<file path="src/rtl/mips_lsu.sv">
// mips_lsu: byte/half/word load-store unit between the MIPS datapath and a variable-latency data memory.
// Latency: accept->rsp_valid is 2 cycles with ack in ISSUE, +1 per WAIT cycle; rejected requests take 1 cycle.
// Backpressure: one access in flight; req_ready only in IDLE, response held until rsp_ready.
module mips_lsu #(
    parameter int ADDR_W     = 10,
    parameter bit BIG_ENDIAN = 1'b0,
    parameter int TIMEOUT    = 15
) (
    input  logic              clk,
    input  logic              rst,
    input  logic              req_valid,
    output logic              req_ready,
    input  logic              req_we,
    input  logic [1:0]        req_size,
    input  logic              req_signed,
    input  logic [ADDR_W+1:0] req_addr,
    input  logic [31:0]       req_wdata,
    output logic              rsp_valid,
    input  logic              rsp_ready,
    output logic [31:0]       rsp_rdata,
    output logic              rsp_err,
    output logic [ADDR_W-1:0] dmem_addr,
    output logic [31:0]       dmem_din,
    output logic [3:0]        dmem_be,
    output logic              dmem_wren,
    output logic              dmem_rden,
    input  logic [31:0]       dmem_dout,
    input  logic              dmem_ack
);

    typedef enum logic [1:0] {IDLE, ISSUE, WAIT, RESP} state_t;

    typedef struct packed {
        logic              we;
        logic [1:0]        size;
        logic              sgn;
        logic [ADDR_W+1:0] addr;
        logic [31:0]       wdata;
    } req_t;

    state_t      state_q, state_d;
    req_t        req_q;
    logic [7:0]  cnt_q;
    logic [31:0] rdata_q;
    logic        err_q;

    logic        bad_in;
    logic        accessing;
    logic        timeout;
    logic [1:0]  byte_lane;
    logic        hi_half;
    logic [3:0]  be_c;
    logic [31:0] din_c;
    logic [31:0] load_c;
    logic [31:0] lane_shift;
    logic [7:0]  byte_v;
    logic [15:0] half_v;

    assign bad_in = (req_size == 2'b11) ||
                    (req_size == 2'b01 && req_addr[0]) ||
                    (req_size == 2'b10 && req_addr[1:0] != 2'b00);

    assign accessing = (state_q == ISSUE) || (state_q == WAIT);
    assign timeout   = (cnt_q == 8'(TIMEOUT - 1));

    // Big-endian mirrors the lane of each byte address; MSB-first ordering then keeps halves unswapped on lanes.
    assign byte_lane = BIG_ENDIAN ? ~req_q.addr[1:0] : req_q.addr[1:0];
    assign hi_half   = BIG_ENDIAN ? ~req_q.addr[1] : req_q.addr[1];

    always_comb begin
        be_c   = 4'b1111;
        din_c  = req_q.wdata;
        load_c = dmem_dout;
        lane_shift = dmem_dout >> {byte_lane, 3'b000};
        byte_v = lane_shift[7:0];
        half_v = hi_half ? dmem_dout[31:16] : dmem_dout[15:0];
        case (req_q.size)
            2'b00: begin
                be_c   = 4'b0001 << byte_lane;
                din_c  = {4{req_q.wdata[7:0]}};
                load_c = {{24{req_q.sgn & byte_v[7]}}, byte_v};
            end
            2'b01: begin
                be_c   = hi_half ? 4'b1100 : 4'b0011;
                din_c  = {2{req_q.wdata[15:0]}};
                load_c = {{16{req_q.sgn & half_v[15]}}, half_v};
            end
            default: ;
        endcase
    end

    always_comb begin
        state_d = state_q;
        case (state_q)
            IDLE:  if (req_valid) state_d = bad_in ? RESP : ISSUE;
            ISSUE: state_d = dmem_ack ? RESP : WAIT;
            WAIT:  if (dmem_ack || timeout) state_d = RESP;
            RESP:  if (rsp_ready) state_d = IDLE;
            default: state_d = IDLE;
        endcase
    end

    assign req_ready = (state_q == IDLE);
    assign rsp_valid = (state_q == RESP);
    assign rsp_rdata = rsp_valid ? rdata_q : 32'h0;
    assign rsp_err   = rsp_valid & err_q;
    assign dmem_addr = accessing ? req_q.addr[ADDR_W+1:2] : '0;
    assign dmem_be   = accessing ? be_c : 4'b0000;
    assign dmem_din  = accessing ? din_c : 32'h0;
    assign dmem_wren = accessing & req_q.we;
    assign dmem_rden = accessing & ~req_q.we;

    always_ff @(posedge clk or negedge rst) begin
        if (!rst) begin
            state_q <= IDLE;
            req_q   <= '0;
            cnt_q   <= '0;
            rdata_q <= '0;
            err_q   <= 1'b0;
        end else begin
            state_q <= state_d;
            case (state_q)
                IDLE: if (req_valid) begin
                    req_q   <= '{we: req_we, size: req_size, sgn: req_signed,
                                 addr: req_addr, wdata: req_wdata};
                    cnt_q   <= '0;
                    rdata_q <= '0;
                    err_q   <= bad_in;
                end
                ISSUE, WAIT: begin
                    if (dmem_ack) begin
                        rdata_q <= req_q.we ? 32'h0 : load_c;
                        err_q   <= 1'b0;
                    end else if (state_q == WAIT) begin
                        if (timeout) begin
                            rdata_q <= '0;
                            err_q   <= 1'b1;
                        end
                        cnt_q <= cnt_q + 8'd1;
                    end
                end
                default: ;
            endcase
        end
    end

endmodule
</file>
<file path="config.mk">
export PLATFORM = sky130hd
export DESIGN_NAME = mips_lsu
export DESIGN_NICKNAME = d
export VERILOG_FILES = /design/src/rtl/mips_lsu.sv
export SDC_FILE = /design/constraint.sdc
export NUM_CORES = 1
export LEC_CHECK = 0
export ABC_AREA = 1
export CAP_MARGIN = 20
export CORE_ASPECT_RATIO = 0.7
export CORE_MARGIN = 5
export CORE_UTILIZATION = 48
export CTS_BUF_LIST = sky130_fd_sc_hd__clkbuf_8
export DETAILED_ROUTE_END_ITERATION = 7
export PLACE_DENSITY_LB_ADDON = 0.25
export SKIP_LAST_GASP = 1
export SLEW_MARGIN = 20
export SYNTH_ARGS = -nofsm -noshare
export SYNTH_HDL_FRONTEND = slang
export SYNTH_SLANG_ARGS = --single-unit
</file>
<file path="constraint.sdc">
create_clock -name clk -period 1.95 [get_ports clk]
set_clock_uncertainty 0.05 [all_clocks]
set_input_delay 0.39 -clock clk [delete_from_list [all_inputs] [get_ports clk]]
set_output_delay 0.39 -clock clk [all_outputs]
set_load 0.02 [all_outputs]
</file>
**After elaboration in Yosys (flattened, before gate mapping)**

Index checks and enable logic that the tools add are counted.

- Add/sub/neg operators: 1
- Equality and inequality tests: 15
- Shift operators: 2
- Muxes and demuxes: 30
- Bitwise gates (word level): 6
- Reduce and logical (&&, ||, !) cells: 15

Operators by type and width:

| kind | number |
|---|---|
| 32-bit 2-to-1 mux | 7 |
| 32-bit one-hot mux with 2 select lines | 3 |
| 32-bit by 5-bit right shift with 8-bit output | 1 |
| 8-bit 2-to-1 mux | 3 |
| 16-bit 2-to-1 mux | 1 |
| 8-bit one-hot mux with 2 select lines | 1 |
| 10-bit 2-to-1 mux | 1 |
| 8-bit by 1-bit adder with 8-bit output (second input constant) | 1 |
| 2-bit == test (second input constant) | 4 |
| 8-bit by 4-bit == test with 1-bit output (second input constant) | 1 |
| 2-bit 2-to-1 mux | 4 |
| 4-bit 2-to-1 mux | 2 |
| 2-bit != test (second input constant) | 4 |
| 2-bit one-hot mux with 4 select lines | 1 |
| 4-bit one-hot mux with 2 select lines | 1 |
| 4-bit AND reduction | 2 |
| 2-bit by 1-bit == test with 1-bit output (second input constant) | 3 |
| 3-bit != test (second input constant) | 2 |
| 1-bit AND | 5 |
| 1-bit 2-to-1 mux | 5 |
| 2-bit zero test | 2 |
| 1-bit logical OR | 4 |
| 2-bit nonzero test | 2 |
| 1-bit by 2-bit << shifter with 4-bit output (first input constant) | 1 |
| 7 further kinds | 8 |

- Register bits after elaboration: 91
- Input bits: 85

**Depth between registers and ports, before layout**

Gate-level depths: netlist (run 1).

- Word-level depth: 7
- Depth in mapped cells: 10

**Worst setup path before layout (run 1)**

OpenSTA, ideal clock, no wires.

- Path type: flip-flop to output port
- Start: reg state_q[0]
- End: out dmem_din[24]
- Arrival time: 1,520 ps
- Data required time: 1,510 ps
- Setup slack: -10 ps
- Cell stages (with the launch flop): 6
- Cells stage by stage: dfrtp_1 inv_1 ha_1 clkbuf_1 o21ai_0 nor2_1

- Cells in the longest elaborated chain, start to end: 3
- Elaborated cells on any way between the ends: 4
- Those cells by class: 2 x eq/ne; 1 x mux; 1 x reduce/logical

RTL lines:

| item | RTL line | source |
|---|---|---|
| start, declared | 41 | `state_t state_q, state_d;` |
| start signal, assigned | 121 | `state_q <= state_d;` |
| 2-bit by 1-bit == test with 1-bit output / 2-bit == test (equally long branches) | 63 | `assign accessing = (state_q == ISSUE) \|\| (state_q == WAIT);` |
| 1-bit logical OR * | 63 |  |
| 32-bit 2-to-1 mux * | 109 | `assign dmem_din = accessing ? din_c : 32'h0;` |
| end, declared | 23 | `output logic [31:0] dmem_din,` |

Every way passes the cells marked *; elsewhere a longest branch is shown, timed or not.

**Worst setup path in the final report (run 1)**

- Start: reg req_q[45] (netlist bit)
- End: out dmem_din[31]

- Cells in the longest elaborated chain, start to end: 3
- Elaborated cells on any way between the ends: 4
- Those cells by class: 1 x eq/ne; 2 x mux; 1 x reduce/logical

RTL lines:

| item | RTL line | source |
|---|---|---|
| start, declared | 42 | `req_t req_q;` |
| start signal, assigned | 124 | `req_q <= '{we: req_we, size: req_size, sgn: req_signed,` |
| 2-bit by 1-bit == test with 1-bit output / 2-bit zero test (equally long branches) | 77 | `case (req_q.size)` |
| 32-bit one-hot mux with 2 select lines * | 77 |  |
| 32-bit 2-to-1 mux * | 109 |  |

Marks and branches as above.

==> run_results.csv, run 1 <==
group,metric,value,unit
floorplan,die_h,97.1,µm
critical_path,path_cells,"nor2_4 -> buf_12 -> clkinvlp_4 -> o22ai_4 -> nor3_2 -> buf_4",
critical_path,cp.arrival,1.74,ns
layout,layout_common_cells,"nand2_1, dfrtp_1, clkdlybuf4s50_1",
detailed_routing,ant_nets,0,
layout,final_core_util,80.3,%
placed_design,port_buffers,167,
clock_tree,clk_latency,0.37,ns
clock_tree,cts.clk_slew.worst_paths,0.09,ns
pwr,cellLeakagePower,4.57,nW
placed_design,gp_congestion,0.938,
floorplan,die_w,134,µm
layout,num_antenna_cells,0,
critical_path,reg2reg_to,"rdata_q[5]",
sta,rsz0062_at_grt,"true",
layout,nets,992,
outcome,violations,"setup timing",
floorplan,start_util,49.7,%
detailed_routing,drt-met1-wl,7900,µm
pwr,ir_worst_vdd,1570,µV
detailed_routing,drt_wl_total,18700,µm
floorplan,io_pins,168,
critical_path,worstSetupEndpoint,"dmem_din[31]",
layout,final_common_cell,"nand2_1",
sta,max_freq,0.460,GHz
synthesis,yosys.area.top_type,"dfrtp_1",
sta,drv_slew,0,
critical_path,required,1.51,ns
synthesis,synthAdderAreaFrac,1.44,%
sta,final-setup-viol-count,120,
global_route,gr-total-overflow,0,
critical_path,path_class,"flip-flop to output port",
critical_path,r2r_setup_slack,-0.20,ns
synthesis,yosys_warnings,0,
detailed_routing,top_layer,"met4",
synthesis,synth_seq_cells,91,
critical_path,cpMaxStageDelayCell,"dfrtp_1",
clock_tree,clk_path_buf_depth,2,
clock_tree,clkSinkCount,91,
floorplan,core_area,10500,µm²
synthesis,synth_compound_gate_area_share,7.43,%
sta,hold_violations,0,
detailed_routing,dr.pass1.iters,4,
critical_path,reg2regPathDepth,11,
detailed_routing,drc,0,
detailed_routing,drtIter0Drc,396,
clock_tree,numCtsBuffers,9,
sta,slew_headroom,66.5,%
synthesis,synth_xor_area_share,0.337,%
floorplan,die_area,13100,µm²
critical_path,cp_max_fo,4,
synthesis,synth_area,5200,µm²
synthesis,synthTopCellsByArea,"dfrtp_1, nand2_1, mux2_2",
sta,period_share,112,%
global_route,antenna_found_initial,0,
floorplan,rows,31,
clock_tree,root_buffer,"clkbuf_8",
placed_design,dp_slack,-0.333,ns
detailed_routing,wl_met2,8670,µm
critical_path,r2r-start,"state_q[0]",
synthesis,synthesis.instances,676,
synthesis,ys_types,30,
critical_path,cp-end-kind,"output port",
critical_path,cp-startpoint,"req_q[45]",
sta,setup_ws,-0.226,ns
synthesis,yosys.area_share.simple,27.8,%
detailed_routing,viasPerCell,5.24,
synthesis,synth_top_family_by_area,"simple AND/OR/NAND/NOR gates",
synthesis,synth_top_area_share,43.8,%
global_route,grt_max_degree,53,
critical_path,cp-start-kind,"flip-flop",
outcome,status,"finished, violations left",
detailed_routing,vias,5444,
global_route,grt_pass1_vias,5142,
sta,tightest_slew,0.502,ns
synthesis,ys_seq_area_share,43.8,%
sta,layout_min_cycle_time,2.18,ns
detailed_routing,avgRoutedWirePerCell,18.0,µm
synthesis,avgSynthCellArea,7.70,µm²
detailed_routing,wl_met3,1940,µm
synthesis,syn_nets,767,
synthesis,synthMuxAreaShare,9.52,%
hold_path,hp-class,"flip-flop to flip-flop",
pwr,power_density,1940,nW/µm²
layout,area_growth,61.6,%
clock_tree,tritoncts,"yes",
placed_design,hpwl,12000,µm
global_route,grt_pass1_wl,27200,µm
clock_tree,cts_max_level,3,
layout,layout-drive-gt1-share,36.9,%
job,cap_violations,0,
critical_path,critPathMaxStageDelay,0.43,ns
global_route,gr-usage-all-layers,25.9,%
logic make-up after synthesis:
group           count (synthesis)
xor+xnor                        2
fa+ha+maj                       6
simple gates                  342
buf+inv                       122
flops                          91
compound gates                 69
mux                            44
critical path: cells and delay by family (launching register included):
kind            cells  cell delay [ns]
buf+inv             3             0.44
compound gates      1             0.22
simple gates        2             0.27
flops               1             0.43
sequential cells by signal, indices dropped and copies added (netlist names):
register,cells
byte_lane,2
cnt_q,8
err_q,1
rdata_q,32
req_q,46
state_q,2
report_power, final:
| part | switching (W) | leakage [nW] | internal (W) |
|---|---|---|---|
| registers | 0.000705 | 1.15 | 0.00264 |
| clock network | 0.000717 | 0.118 | 0.000862 |
| logic | 0.00611 | 3.29 | 0.00530 |
| total | 0.00753 | 4.57 | 0.00880 |
worst min-delay path by stage:
| stage | cells after the start | end | startpoint | slack (ns) |
|---|---|---|---|---|
| after floorplan | 0 | byte_lane[0] | rst | 0.04 |
| after global placement | 1 | req_q[39] | rst | 0.33 |
| after detailed placement | 1 | req_q[39] | rst | 0.34 |
| after CTS | 2 | rdata_q[2] | rdata_q[2] | 0.43 |
| after global routing | 2 | rdata_q[13] | rdata_q[13] | 0.45 |
| final | 2 | rdata_q[2] | rdata_q[2] | 0.44 |
cells in the mapped netlist:
master and count:
buf_8 1, dfrtp_1 91, o31ai_1 3, buf_6 3, o21ai_0 34, buf_1 1, nor2_4 4, nand2_4 1
inv_1 88, nand3_2 1, ha_1 6, nand3_4 3, o211ai_1 6, nand3_1 35, o22ai_1 9, nand2_1 220
clkbuf_1 14, buf_2 8, nor3_1 5, o21ai_2 2, nor2_1 62, mux2_2 44, clkinv_1 1, buf_4 1
nor2_2 1, inv_2 5, nand2_2 3, xnor2_1 2, a21oi_1 15, nand4_1 7
stage by stage:
step	power, W	hold slack [ns]	setup TNS [ns]	instances	instance area, µm²
2_1_floorplan	0.00804	0.0444	-0.0692	676	5220
3_3_place_gp	0.0115	0.330	-14.66	983	7260
3_5_place_dp	0.0117	0.338	-17.83	983	7260
4_1_cts	0.0138	0.432	-14.17	1018	7670
5_1_grt	0.0171	0.451	-26.44	1038	8410
6_report	0.0163	0.440	-16.76	1038	8410
per-layer routing:
metal  vias up  GRT usage, %
met4         0          6.34
met5         -             0
li1       2578             -
met2       252          39.2
met3        26          7.40
met1      2588          36.6
repair_timing:
action                                  4_1_cts  5_1_grt
resized for setup                           395      218
buffers inserted                             13       15
pin swaps                                    14       16
gates cloned                                  5        8
hold buffers                                  1        0
endpoints found under the setup margin      124      123
hold endpoints to repair                     33        0
final cells by class:
type / instances / area [µm²]
Multi-Input combinational cell: 463 / 2790
Sequential cell: 91 / 2280
Timing Repair Buffer: 241 / 2560
Clock buffer: 9 / 124
Fill cell: 670 / 2060
Inverter: 94 / 364
Clock inverter: 7 / 125
Tap cell: 132 / 165
Timing Repair inverter: 1 / 7.51
No activity file was read; power rests on OpenSTA's default activity.
==> inputs of run 2 (changes only) <==
PLACE_DENSITY = 0.79   (was default)
PLACE_DENSITY_LB_ADDON = default   (was 0.25)
SKIP_CTS_REPAIR_TIMING = 1   (was default)
==> run_results.csv, run 2 (synthesis gave the netlist of run 1 again) <==
group,metric,value,unit
detailed_routing,drtIter0Drc,466,
job,cap_violations,0,
detailed_routing,viasPerCell,5.26,
layout,nets,968,
global_route,gr-usage-all-layers,25.2,%
detailed_routing,dr.pass1.iters,7,
placed_design,gp_congestion,1.00,
placed_design,dp_slack,-0.327,ns
clock_tree,cts_max_level,3,
floorplan,die_h,97.1,µm
sta,period_share,113,%
layout,design_area,7750,µm²
clock_tree,clk_path_buf_depth,2,
critical_path,cp-start-kind,"flip-flop",
pwr,power_density,1880,nW/µm²
clock_tree,cts.clk_slew.worst_paths,0.10,ns
sta,final-setup-viol-count,122,
clock_tree,numCtsBuffers,9,
global_route,grt_pass1_wl,26600,µm
critical_path,critPathTopFamily,"buffers and inverters",
global_route,grt_pass1_vias,5245,
floorplan,core_area,10500,µm²
layout,area_growth,49.0,%
layout,regMostFlops,"req_q",
clock_tree,tritoncts,"yes",
clock_tree,clkSinkCount,91,
outcome,violations,"setup timing",
floorplan,die_w,134,µm
detailed_routing,drc,0,
detailed_routing,avgRoutedWirePerCell,17.2,µm
pwr,cellLeakagePower,4.15,nW
critical_path,r2r-start,"state_q[0]",
sta,fin_tns_setup,-14.78,ns
global_route,gr-total-overflow,0,
detailed_routing,drt_wl_total,17400,µm
critical_path,cp.buffers_inverters,3,
layout,layout_common_cells,"nand2_1, dfrtp_1, clkdlybuf4s50_1",
layout,largest_register_ffs,46,
clock_tree,root_buffer,"clkbuf_8",
critical_path,path_cells,"inv_2 -> ha_4 -> buf_12 -> o21ai_1 -> nor2_1 -> buf_4",
floorplan,start_util,49.7,%
global_route,antenna_found_initial,0,
layout,final_core_util,74.1,%
critical_path,path_class,"flip-flop to output port",
placed_design,hpwl,12500,µm
floorplan,io_pins,168,
sta,slew_headroom,71.0,%
layout,instances_no_fill,1014,
pwr,ir_worst_vdd,1390,µV
sta,layout_min_cycle_time,2.21,ns
layout,final_common_cell,"nand2_1",
critical_path,cp.arrival,1.77,ns
critical_path,cp_max_fo,7,
placed_design,port_buffers,167,
sta,tightest_slew,0.434,ns
layout,num_antenna_cells,0,
critical_path,required,1.51,ns
detailed_routing,ant_nets,0,
floorplan,die_area,13100,µm²
critical_path,critPathMaxStageDelay,0.37,ns
layout,layout-drive-gt1-share,29.6,%
detailed_routing,vias,5330,
layout,reg_top3,"req_q x46, rdata_q x32, cnt_q x8",
critical_path,reg2reg_to,"cnt_q[3]",
critical_path,cp-end-kind,"output port",
placed_design,dpl_cell_area,7280,µm²
sta,rsz0062_at_grt,"true",
outcome,status,"finished, violations left",
sta,setup_ws,-0.262,ns
floorplan,rows,31,
critical_path,cpMaxStageDelayCell,"dfrtp_1",
critical_path,r2r_setup_slack,-0.18,ns
sta,max_freq,0.452,GHz
placed_design,place_inst,985,
clock_tree,clk_latency,0.37,ns
critical_path,reg2regPathDepth,10,
hold_path,hp-class,"primary input to asynchronous set/reset pin",
global_route,grt_max_degree,53,
sta,hold_violations,0,
critical_path,cp-startpoint,"state_q[0]",
sta,drv_slew,0,
==> run 2: cell types whose count changed in the layout (fill, tap and decap cells not counted), sizes merged, moves of 3 or more <==
cell    previous run  this run
buf              148       116
bufinv             3         0
inv               94        97
clkbuf            17        25
==> run 2: per-stage QoR <==
stage | total power (W) | hold WS, ns
2_1_floorplan | 0.00804 | 0.0444
3_3_place_gp | 0.0117 | 0.278
3_5_place_dp | 0.0119 | 0.278
4_1_cts | 0.0131 | -0.130
5_1_grt | 0.0155 | 0.444
6_report | 0.0146 | 0.424
==> run 2: worst max path at each step <==
stage | slack, ns | to | depth (start not counted)
2_1_floorplan | -0.01 | dmem_din[24] | 5
3_3_place_gp | -0.25 | dmem_din[25] | 6
3_5_place_dp | -0.33 | dmem_din[26] | 6
4_1_cts | -0.77 | dmem_din[26] | 6
5_1_grt | -0.31 | dmem_din[18] | 6
6_report | -0.26 | dmem_din[18] | 6
==> run 2: power breakdown <==
part	total (W)	internal [W]	switching, W
logic	0.0101	0.00452	0.00560
clock network	0.00122	0.000486	0.000739
registers	0.00325	0.00264	0.000604
==> run 2: cell type report <==
type	instances	area, µm²
inverter	94	367
timing repair inverter	1	7.51
tap	132	165
clock buffer	9	124
fill	809	2720
sequential	91	2280
timing repair buffer	217	2120
clock inverter	7	58.8
multi-input combinational	463	2630
==> run 2: per-layer routing <==
metal  wire [µm]  GRT usage [%]  part of all wire [%]
met1        7470           34.2                    43
met2        8190           39.9                    47
met3        1490           6.94                   8.6
met4         278           6.57                   1.6
met5           0              0                     0
==> inputs of run 3 (changes only) <==
CTS_CLUSTER_DIAMETER = 60   (was default)
MAX_ROUTING_LAYER = met4   (was default)
==> run_results.csv, run 3 (synthesis gave the netlist of run 1 again) <==
group,metric,value,unit
outcome,status,"finished, violations left",
outcome,violations,"setup timing",
detailed_routing,vias,5316,
critical_path,cp_max_fo,6,
placed_design,dpl_cell_area,7270,µm²
sta,final-setup-viol-count,121,
layout,num_antenna_cells,0,
layout,area_growth,48.1,%
critical_path,r2r-start,"state_q[0]",
global_route,grt_max_degree,53,
global_route,gr-total-overflow,0,
layout,final_core_util,73.6,%
clock_tree,tritoncts,"yes",
hold_path,holdPathStages,2,
sta,setup_ws,-0.175,ns
floorplan,io_pins,168,
detailed_routing,drt_wl_total,17900,µm
pwr,power_density,1890,nW/µm²
sta,rsz0062_at_grt,"true",
placed_design,hpwl,12700,µm
sta,max_freq,0.471,GHz
critical_path,reg2regPathDepth,11,
layout,regMostFlops,"req_q",
floorplan,die_area,13100,µm²
critical_path,cp-startpoint,"state_q[0]",
clock_tree,cts_max_level,3,
sta,hold_ws,0.427,ns
global_route,antenna_found_initial,0,
layout,layout_common_cells,"nand2_1, dfrtp_1, clkdlybuf4s50_1",
pwr,cellLeakagePower,4.15,nW
job,cap_violations,0,
detailed_routing,ant_nets,0,
global_route,grt_pass1_wl,26900,µm
detailed_routing,drc,0,
clock_tree,root_buffer,"clkbuf_8",
placed_design,gp_congestion,0.932,
critical_path,cp-start-kind,"flip-flop",
layout,reg_top3,"req_q x46, rdata_q x32, cnt_q x8",
sta,fin_tns_setup,-10.50,ns
layout,final_common_cell,"nand2_1",
layout,design_area,7710,µm²
floorplan,die_w,134,µm
sta,slew_headroom,70.6,%
sta,period_share,109,%
clock_tree,clk_latency,0.36,ns
global_route,gr-usage-all-layers,26.3,%
detailed_routing,dr.pass1.iters,5,
floorplan,rows,31,
detailed_routing,drtIter0Drc,359,
clock_tree,numCtsBuffers,9,
detailed_routing,viasPerCell,5.26,
hold_path,hp-class,"flip-flop to flip-flop",
placed_design,port_buffers,167,
floorplan,start_util,49.7,%
pwr,ir_worst_vdd,1550,µV
critical_path,required,1.51,ns
hold_path,hold_path_startpoint,"rdata_q[5]",
placed_design,place_inst,983,
critical_path,path_class,"flip-flop to output port",
sta,hold_violations,0,
clock_tree,clkSinkCount,91,
critical_path,cp-end-kind,"output port",
clock_tree,clk_path_buf_depth,2,
sta,layout_min_cycle_time,2.12,ns
layout,largest_register_ffs,46,
layout,layout-drive-gt1-share,29.5,%
floorplan,core_area,10500,µm²
sta,drv_slew,0,
sta,tightest_slew,0.442,ns
critical_path,cp.arrival,1.68,ns
floorplan,die_h,97.1,µm
layout,nets,965,
layout,instances_no_fill,1010,
global_route,grt_pass1_vias,5156,
clock_tree,cts.clk_slew.worst_paths,0.09,ns
detailed_routing,avgRoutedWirePerCell,17.7,µm
[run 3: cell count changes in the layout (fill, tap and decap cells not counted), moves of 3 or more]
cell      before  now
buf_6         34   22
clkbuf_2      12    5
clkbuf_8       9   12
buf_2          3    8
o21ai_1        8    4
inv_2         14   19
inv_1         77   73
buf_4         69   77
[run 3: report_power, final]
part	internal (W)	switching [W]
logic	0.00432	0.00547
clock network	0.000826	0.000668
registers	0.00265	0.000653
[run 3: layout make-up]
type                            count  area [µm²]
Sequential cell                    91        2280
Multi-Input combinational cell    463        2580
Inverter                           94         359
Clock buffer                       12         165
Timing Repair Buffer              214        2080
Tap cell                          132         165
Clock inverter                      3        68.8
Fill cell                         811        2760
Timing Repair inverter              1        5.00
[run 3: path summary, 6_finish.rpt]
| path | end | slack (ns) |
|---|---|---|
| worst min register to register | rdata_q[5] | 0.43 |
| min in group asynchronous | req_q[40] | 0.46 |
| max in group asynchronous | rdata_q[9] | 0.76 |
| worst max-delay path | dmem_addr[9] | -0.17 |
| worst min-delay path | rdata_q[5] | 0.43 |
| worst max register to register | rdata_q[30] | -0.13 |
[run 3: routing by layer]
metal  vias up  track usage, %  wire length (µm)
met5         -               -                 0
met4         0            5.32               257
met3        25            4.87              1360
met2       233            39.5              8280
met1      2544            37.3              7990
li1       2514               -                 -
[run 3: through the flow]
stage          setup slack, ns  power, W
2_1_floorplan         -0.00989   0.00804
3_3_place_gp            -0.255    0.0116
3_5_place_dp            -0.317    0.0118
4_1_cts                 -0.728    0.0134
5_1_grt                 -0.243    0.0155
6_report                -0.175    0.0146
[run 3: critical path, cell delays in order, from the launching register on]
cell       delay [ns]
dfrtp_1          0.37
inv_2            0.06
ha_4             0.34
clkbuf_16        0.17
buf_8            0.12
nand2_1          0.06
inv_1            0.07
buf_6            0.12
